$ cat src/rtl/timer.sv
// Free-running divider: ClkOut is a 50 % (or ceil/floor for odd D) timebase of
// period D Clk cycles. A short divisor is selected when SIMULATION is defined.
`timescale 1ns/100ps
module timer #(
    parameter int CLK_HZ      = 50_000_000,
    parameter int OUT_HZ      = 1,
    parameter int SIM_DIVISOR = 100
) (
    input  logic Clk,
    input  logic Reset,
    output logic ClkOut
);

`ifdef SIMULATION
    localparam int D = SIM_DIVISOR;
`else
    localparam int D = CLK_HZ / OUT_HZ;
`endif

    localparam int H_HI = (D + 1) / 2;
    localparam int H_LO = D / 2;
    localparam int CW   = (H_HI > 1) ? $clog2(H_HI) : 1;

    localparam logic [CW-1:0] LIM_HI = CW'(H_HI - 1);
    localparam logic [CW-1:0] LIM_LO = CW'(H_LO - 1);

    generate
        if (D < 2) begin : g_bad_divisor
            $error("timer: divisor %0d is below the minimum of 2", D);
        end
    endgenerate

    logic [CW-1:0] cnt;
    logic [CW-1:0] lim;

    // Odd divisors put the extra cycle in the high phase.
    assign lim = ClkOut ? LIM_HI : LIM_LO;

    always_ff @(posedge Clk or negedge Reset) begin
        if (!Reset) begin
            cnt    <= '0;
            ClkOut <= 1'b0;
        end else if (cnt == lim) begin
            cnt    <= '0;
            ClkOut <= ~ClkOut;
        end else begin
            cnt    <= cnt + 1'b1;
        end
    end

endmodule

$ cat config.mk
export PLATFORM = sky130hd
export DESIGN_NAME = timer
export DESIGN_NICKNAME = d
export VERILOG_FILES = /design/src/rtl/timer.sv
export SDC_FILE = /design/constraint.sdc
export NUM_CORES = 1
export LEC_CHECK = 0
export BUFFER_PORTS_ARGS = -buffer_cell sky130_fd_sc_hd__buf_4
export CAP_MARGIN = 20
export CORE_ASPECT_RATIO = 1.75
export CORE_MARGIN = 1.5
export CORE_UTILIZATION = 55
export DETAILED_ROUTE_END_ITERATION = 16
export PLACE_DENSITY = 0.71
export SETUP_SLACK_MARGIN = 0.4
export SLEW_MARGIN = 20
export SYNTH_ARGS = -nofsm -noshare
export SYNTH_HDL_FRONTEND = slang
export SYNTH_SLANG_ARGS = --single-unit
$ cat constraint.sdc
create_clock -name Clk -period 2.2 [get_ports Clk]
set_input_delay 0.11 -clock Clk [delete_from_list [all_inputs] [get_ports Clk]]
set_output_delay 0.11 -clock Clk [all_outputs]
set_load 0.02 [all_outputs]
=== Yosys cells after proc, flatten, opt, wreduce, memory -nomap -nowiden ===
Cells that the tools add are included.

* Register bits: 26
* Logic and storage cells: 6

* Add/subtract/negate cells: 1
* Eq/ne operators: 1
* Mux-type cells: 1
* Bitwise gates (word level): 1

{| class="wikitable"
|+ Operators by type and width
! kind !! number
|-
| $add A25 B1 Y25 const B || 1
|-
| $eq A25 B25 Y1 const B || 1
|-
| $mux W25 || 1
|-
| $not A1 Y1 || 1
|}

=== Depth between registers and ports, before layout ===
Gate-level depths: netlist of the first run.

* Depth in word-level cells: 2
* Mapped depth: 7
* Mapped depth without buffers: 5

=== Worst setup path after synthesis of the first run ===
Ideal clock, no wire load.

* Kind: flip-flop to flip-flop
* Start: reg cnt[0]
* End: reg cnt[19]
* Setup time: 0.130 ns
* Arrival: 1.521 ns
* Slack: 0.550 ns
* Stages on the path, launching flop included: 8
* Clock period less this slack: 1.650 ns
* Path through: dfrtp_1 -> ha_1 -> and3_1 -> buf_2 -> nand2_1 -> nor4_4 -> buf_4 -> a21oi_1

* Cells in the longest elaborated chain, start to end: 2
* Elaborated cells between the ends (all ways): 3
* Classes of those cells: 1 x add/sub; 1 x eq/ne; 1 x mux

{| class="wikitable"
|+ Ends and longest elaborated chain
! what !! line !! source
|-
| start: declaration || 33 || <nowiki>logic [CW-1:0] cnt;</nowiki>
|-
| start signal: assignment || 47 || <nowiki>cnt <= cnt + 1'b1;</nowiki>
|-
| $add A25 B1 Y25 or $eq A25 B25 Y1 (tied branches) || 47, 43 ||
|-
| $mux W25 (*) || 43 || <nowiki>end else if (cnt == lim) begin</nowiki>
|}

Every way passes the cells marked *; elsewhere a longest branch is shown, timed or not.
A chain may end at the register's enable or synchronous reset.

=== Worst setup path in the final report of the first run ===
* Start: reg cnt[0]
* End: reg cnt[20]

Same word-level chain as after synthesis.

==> results.tsv, run 1 <==
stage	metric	value	unit
status	outcome	finished, final reports clean	
cts	H-tree depth	1	
cts	TritonCTS sink count	26	
floorplan	initial core utilization	57.7	%
cts	Num CTS Buffers	3	
setup_path	CP bufs+invs	1	
finish	Ant. Diodes	0	
detailed_routing	wire per inst	15.8	um
placed_design	dpl hpwl	1.81	mm
placed_design	post-place setup slack	0.323	ns
timing	post-route setup slack	0.437	ns
timing	measured slew at the worst slew-check pin	0.324	ns
power	Pleak	0.644	nW
detailed_routing	metal3 WL	35	um
timing	Final Setup Violations	0	
synthesis	number of synthesis warnings	0	
setup_path	CP startpoint kind	flip-flop	
global_routing	first-pass GRT wire length	3.94	mm
timing	highest clock rate	567	MHz
synthesis	Net Count, Synth	130	
cts	Longest Clk Path Bufs	2	
global_routing	number of global-route vias before repair	937	
synthesis	post-synthesis async set-or-reset flop share	100	%
synthesis	sequential area share after synthesis	49.0	%
finish	fin util	63.9	%
timing	Fin Setup TNS	0	ns
setup_path	Worst EP arrival	1.96	ns
setup_path	R2R Path End	cnt[20]$_DFF_PN0_	
setup_path	Crit Path Max Fanout	9	
detailed_routing	total number of vias	996	
floorplan	die height	68.0	um
floorplan	total core area	0.00230	mm2
setup_path	CP max stage cell	or4_1	
placed_design	IO buf count	2	
flow_run	maxcap violations	0	
timing	Slew HR	78.2	%
global_routing	largest net degree at the start of global routing	27	
detailed_routing	DR iter-0 viols	16	
cts	Root Buffer	clkbuf_8	
power	VDD IR max	0.000460	V
floorplan	chip width	40.2	um
detailed_routing	top sig layer	met4	
detailed_routing	Final ANT Viol Nets	0	
timing	Max Slew Vio Count	0	
setup_path	critical path, cell by cell	ha_1 -> and3_4 -> nand4_1 -> buf_4 -> or4_1 -> a21oi_2	
cts	clock-pin transition on the worst setup and hold timing paths	0.09	ns
placed_design	Final GP Congestion	0.878	
detailed_routing	WL met1	996	um
setup_path	CP required	2.40	ns
setup_path	CP Capture Type	flip-flop	
floorplan	# rows	23	
cts	clk_lat worst skew	0.27	ns
detailed_routing	DR pass1 iterations	4	
power	Final Power	0.876	mW
detailed_routing	Vias/cell	6.34	
finish	nets	136	
synthesis	synthesized flop and latch total	26	
power	power density over the cells	596	mW/mm2
timing	Final period util	80.2	%
detailed_routing	routed length on met2	1.42	mm
timing	clk_skew	0.00184	ns
synthesis	Post-synth EDFFs	0	
timing	unrepaired setup endpoints after global routing	true	
finish	layout cells sized above 1	18.2	%
synthesis	Cell variety after synth	32	
global_routing	Total GRT Usage	20.9	%
timing	Min Clock Period, post-route	1.76	ns
global_routing	initial antenna violation count	0	
setup_path	CP peak stage delay	0.43	ns
synthesis	Syn Inst Count	127	
finish	Layout Cells excl Fill	157	
setup_path	crit path kind	flip-flop to flip-flop	
finish	area added between synthesis and finish	10.6	%
timing	final hold viol count	0	
setup_path	critical path depth in cells	6	
placed_design	placed cell count	150	
cts	CTS tree	yes	
worst_hold_path	HP Class	primary input to async pin	
synthesis	Mapped Area	0.00133	mm2
setup_path	worst reg2reg startpoint	cnt[0]$_DFF_PN0_	
setup_path	Top Family by Delay on Critical Path	simple AND/OR/NAND/NOR gates	
detailed_routing	# DRC	0	
floorplan	die area	0.00273	mm2
synthesis	Top FF cell, synth	dfrtp_1	
synthesis	Syn Area/Cell	10.5	um2
setup_path	Worst Reg-to-Reg Cells	6	
global_routing	total global routing overflow	0	
detailed_routing	final WL	2.48	mm
floorplan	Boundary Pins	3	
setup_path	Worst R2R Setup Slack	0.44	ns
## worst reg2reg max path: stages, from the launching register on
cell and delay [ns]:
dfrtp_1 0.40, ha_1 0.20, and3_4 0.23, nand4_1 0.09
buf_4 0.18, or4_1 0.43, a21oi_2 0.17
## cell usage in the layout (no fill, tap or decap), drive strengths merged, types with 2 or more instances in the layout
master / count
nand3: 10
buf: 5
inv: 4
nand2: 7
clkbuf: 3
nor4: 2
nand2b: 2
or3: 5
or4: 4
o21ai: 6
o31ai: 5
nor2: 5
nand4: 7
and3: 3
xnor2: 6
a21oi: 9
nor3: 3
xor2: 6
dfrtp: 26
and4: 4
## flip-flops by register name, indices dropped and copies added (netlist names)
name / count
cnt: 25
ClkOut: 1
## repair_timing
item	in CTS	in global routing
setup endpoints to repair	10	9
hold endpoints to repair	26	0
hold buffers	1	0
buffers inserted	1	1
resized for setup	3	6
pin swaps	1	0
## worst max-delay path by stage
stage                      start                 end  slack (ns)
2_1_floorplan   cnt[0]$_DFF_PN0_   cnt[19]$_DFF_PN0_        0.55
6_report        cnt[0]$_DFF_PN0_   cnt[20]$_DFF_PN0_        0.44
3_5_place_dp    cnt[0]$_DFF_PN0_   cnt[20]$_DFF_PN0_        0.32
3_3_place_gp    cnt[0]$_DFF_PN0_   cnt[20]$_DFF_PN0_        0.40
5_1_grt         cnt[0]$_DFF_PN0_   cnt[20]$_DFF_PN0_        0.37
4_1_cts        cnt[17]$_DFF_PN0_  ClkOut$_DFFE_PN0N_        0.42
## cell families (layout without fill, tap and decap cells)
kind of cell / count (synthesis) / count (layout) / synth area share [%]
AND/OR/NAND/NOR: 57 / 57 / 28.5
multiplexers: 1 / 1 / 0.753
flip-flops: 26 / 26 / 49.0
buffers and inverters: 9 / 14 / 3.77
XOR/XNOR: 12 / 12 / 7.91
AO/OA/AOI/OAI: 21 / 21 / 9.13
adder cells (fa/ha/maj): 1 / 1 / 0.941
## final cells by class
| cell class | instances | area [um2] |
|---|---|---|
| sequential | 26 | 651 |
| timing repair buffer | 6 | 47.5 |
| multi-input combinational | 92 | 654 |
| tap | 25 | 31.3 |
| clock inverter | 1 | 30.0 |
| fill | 199 | 832 |
| inverter | 4 | 15.0 |
| clock buffer | 3 | 41.3 |
## cell usage after synthesis (all sizes together), types with 2 or more instances
master,count,area share (%)
nand3,10,3.8
or4,4,2.3
a21oi,9,3.4
nand4,7,5.4
or3,5,2.4
inv,4,1.1
o31ai,5,2.8
nand2,7,2.0
o21ai,6,2.3
buf,5,2.6
nor2,5,1.4
nor3,3,1.1
nor4,2,2.1
and4,4,2.8
dfrtp,26,49
and3,3,1.4
xor2,6,4.0
xnor2,6,4.0
nand2b,2,0.94
## per-layer routing
metal / up-vias / global-route usage (%)
li1: 477 / -
met1: 501 / 24.0
met2: 14 / 36.3
met3: 4 / 2.92
met4: 0 / 9.05
met5: - / 0
## report_power, final
part           total (mW)  switching, mW  internal (mW)
sequential          0.477              0          0.477
combinational      0.0112        0.00888        0.00236
clock               0.388          0.145          0.243
total               0.876          0.153          0.723
## through the flow
stage / area (um2) / hold slack, ns
5_1_grt: 1470 / 0.313
3_3_place_gp: 1350 / 0.0287
3_5_place_dp: 1350 / 0.0310
6_report: 1470 / 0.277
4_1_cts: 1450 / 0.283
2_1_floorplan: 1330 / -0.186
Power figures use the tool's default switching activity.
==> run 2, diff against run 1 <==
--- a/config.mk
+++ b/config.mk
@@ -9,9 +9,9 @@
 export CAP_MARGIN = 20
 export CORE_ASPECT_RATIO = 1.75
 export CORE_MARGIN = 1.5
-export CORE_UTILIZATION = 55
+export CORE_UTILIZATION = 54
 export DETAILED_ROUTE_END_ITERATION = 16
-export PLACE_DENSITY = 0.71
+export PLACE_DENSITY = 0.73
 export SETUP_SLACK_MARGIN = 0.4
 export SLEW_MARGIN = 20
 export SYNTH_ARGS = -nofsm -noshare
==> constraint.sdc (replaced) <==
create_clock -name Clk -period 1.62 [get_ports Clk]
set_input_delay 0.081 -clock Clk [delete_from_list [all_inputs] [get_ports Clk]]
set_output_delay 0.081 -clock Clk [all_outputs]
set_load 0.02 [all_outputs]
==> run 2 against run 1 <==
The flow now finishes with violations (negative setup slack). Critical path type unchanged. Sequential cell count is the same. Clock skew grew 0.0037 ns. Non-clock buffer count grew 43. Global-route usage grew 10 points. Worst hold slack lost 0.048 ns. Design area grew 37%. Worst setup slack lost 0.48 ns. Count of clock-buffer cells in the layout grew 1. Routed wire length grew 76%.
==> results.tsv, run 2 (synthesis gave the netlist of run 1 again) <==
stage	metric	value	unit	change
power	Combinational Power Share	1.4	%	about the same
timing	unrepaired setup endpoints after global routing	true		
global_routing	global-route layer with the greatest usage	met2		
placed_design	Final GP Congestion	0.850		-3.2%
setup_path	Worst Setup SP	cnt[17]$_DFF_PN0_		
global_routing	initial antenna violation count	0		unchanged
floorplan	initial core utilization	57.7	%	unchanged
power	power density over the cells	550	mW/mm2	-7.8%
floorplan	die area	0.00278	mm2	+1.7%
global_routing	total global routing overflow	0		unchanged
global_routing	met2 Use GR	54.2	%	+18 points
detailed_routing	# DRC	0		unchanged
timing	Final Setup Violations	5		+5
floorplan	chip width	40.5	um	+0.86%
timing	clk_skew	0.00557	ns	+0.00373 ns
finish	Reg with most FFs	cnt		
detailed_routing	DR pass1 iterations	4		unchanged
timing	Max Slew Vio Count	0		unchanged
finish	nets	179		+32%
placed_design	placed cell count	180		+20%
placed_design	IO buf count	2		unchanged
detailed_routing	total number of vias	1249		+25%
setup_path	critical path, cell by cell	nor4b_4 -> nand3_2 -> nor4_4 -> buf_4 -> buf_12 -> xor2_1		
placed_design	post-place setup slack	-0.0845	ns	-0.408 ns
floorplan	# rows	23		unchanged
power	Sw Pwr	0.240	mW	+56%
finish	Layout Cells excl Fill	200		+27%
floorplan	total core area	0.00230	mm2	unchanged
timing	Slew HR	74.7	%	-3.5 points
setup_path	CP max stage cell	dfrtp_1		
power	Clk pwr share	40.1	%	-4.1 points
cts	Root Buffer	clkbuf_8		
global_routing	Total GRT Usage	31.2	%	+10 points
timing	hold slack	0.229	ns	-0.0476 ns
status	failing checks	negative setup slack		
cts	H-tree depth	1		unchanged
cts	TritonCTS sink count	26		unchanged
timing	highest clock rate	600	MHz	+5.8%
detailed_routing	wire per inst	21.8	um	+38%
setup_path	worst reg2reg startpoint	cnt[17]$_DFF_PN0_		
cts	Num CTS Buffers	3		unchanged
setup_path	R2R Path End	ClkOut$_DFFE_PN0N_		
status	outcome	finished, violations left		
detailed_routing	Vias/cell	6.25		-1.6%
global_routing	largest net degree at the start of global routing	27		unchanged
timing	measured slew at the worst slew-check pin	0.377	ns	+0.0529 ns
timing	post-route setup slack	-0.0460	ns	-0.483 ns
setup_path	Worst R2R Setup Slack	-0.05	ns	-0.48 ns
timing	Final period util	103	%	+23 points
finish	Ant. Diodes	0		unchanged
setup_path	crit path kind	flip-flop to flip-flop		
floorplan	die height	68.6	um	+0.88%
cts	Longest Clk Path Bufs	2		unchanged
detailed_routing	final WL	4.36	mm	+76%
power	Pleak	0.931	nW	+45%
timing	final hold viol count	0		unchanged
setup_path	Crit Path Max Fanout	7		-2
global_routing	routing usage on met3	4.17	%	+1.2 points
finish	Largest register FFs	25		unchanged
setup_path	Setup crit end	ClkOut$_DFFE_PN0N_		
power	VDD IR max	0.000966	V	+110%
placed_design	dpl hpwl	2.16	mm	+19%
finish	most frequent cells in the layout	37 x buf_4, 25 x dfrtp_1, 9 x a21oi_2		
setup_path	CP startpoint kind	flip-flop		
finish	most common cell after layout, fill and taps aside	buf_4		
global_routing	first-pass GRT wire length	5.69	mm	+45%
cts	clk_lat worst skew	0.28	ns	about the same
setup_path	CP required	1.83	ns	-0.57 ns
cts	CTS tree	yes		
setup_path	CP Capture Type	flip-flop		
detailed_routing	DR iter-0 viols	68		+52
global_routing	number of global-route vias before repair	1217		+30%
flow_run	maxcap violations	0		unchanged
setup_path	CP peak stage delay	0.44	ns	about the same
timing	Min Clock Period, post-route	1.67	ns	-0.0974 ns
finish	biggest regs	cnt x25, ClkOut x1		
setup_path	Worst EP arrival	1.88	ns	-0.08 ns
cts	clock-pin transition on the worst setup and hold timing paths	0.10	ns	about the same
global_routing	met1 Track Usage GR	35.6	%	+12 points
power	Reg power frac	58.4	%	+3.9 points
power	Sw Share	21.6	%	+4.1 points
finish	layout cells sized above 1	54.9	%	+37 points
detailed_routing	Final ANT Viol Nets	0		unchanged
finish	area added between synthesis and finish	52.0	%	
power	Int Pwr	0.870	mW	+20%
floorplan	Boundary Pins	3		unchanged
setup_path	Worst Reg-to-Reg Cells	6		unchanged
worst_hold_path	HP Class	primary input to async pin		
[run 2: routing by layer]
layer	share of wire (%)	up-vias	routed length (um)
met4	2.8	0	122
li1	-	565	-
met2	56	40	2440
met3	3.9	11	168
met1	37	633	1630
met5	0	-	0
[run 2: through the flow]
step	setup TNS (ns)	total power, mW	instance area [um2]	util (%)
2_1_floorplan	0	0.661	1400	-
3_3_place_gp	-0.00712	0.675	1640	71.1
3_5_place_dp	-0.185	0.676	1640	71.1
4_1_cts	0	1.10	1860	80.7
5_1_grt	-0.919	1.13	2020	87.7
6_report	-0.105	1.11	2020	87.7
[run 2: how the worst min path moves through the flow]
stage,endpoint,slack (ns)
after global placement,cnt[5]$_DFF_PN0_,0.0005
after global routing,cnt[3]$_DFF_PN0_,0.28
after floorplan,ClkOut$_DFFE_PN0N_,-0.21
final,cnt[4]$_DFF_PN0_,0.23
after CTS,cnt[4]$_DFF_PN0_,0.25
after detailed placement,cnt[4]$_DFF_PN0_,0.007
[run 2: worst max-delay path, delay by kind of cell, from the launching register on]
kind	cells	cell delay (ns)
buffers and inverters	2	0.32
and+or+nand+nor	3	0.69
xor gates and xnor gates	1	0.15
DFF	1	0.44
[run 2: area by class of cell]
cell class | count | area [um2]
multi-input combinational | 92 | 823
sequential | 26 | 652
timing repair buffer | 49 | 443
fill | 109 | 283
clock buffer | 4 | 55.1
tap | 25 | 31.3
inverter | 4 | 15.0
[run 2: what timing repair did]
action,4_1_cts,5_1_grt
hold buffers,1,0
buffers inserted,8,6
gates resized for setup,23,21
endpoints found under the hold margin,26,0
gates cloned,0,1
setup endpoints to repair,24,23
pin swaps,17,12
[run 2: power groups by stage]
stage	Combinational (mW)	Clock (mW)	Sequential, mW
4_1_cts	0.0167	0.435	0.648
3_3_place_gp	0.0141	0	0.661
5_1_grt	0.0191	0.458	0.648
3_5_place_dp	0.0147	0	0.661
2_1_floorplan	0.000000272	0	0.661
6_report	0.0161	0.445	0.648
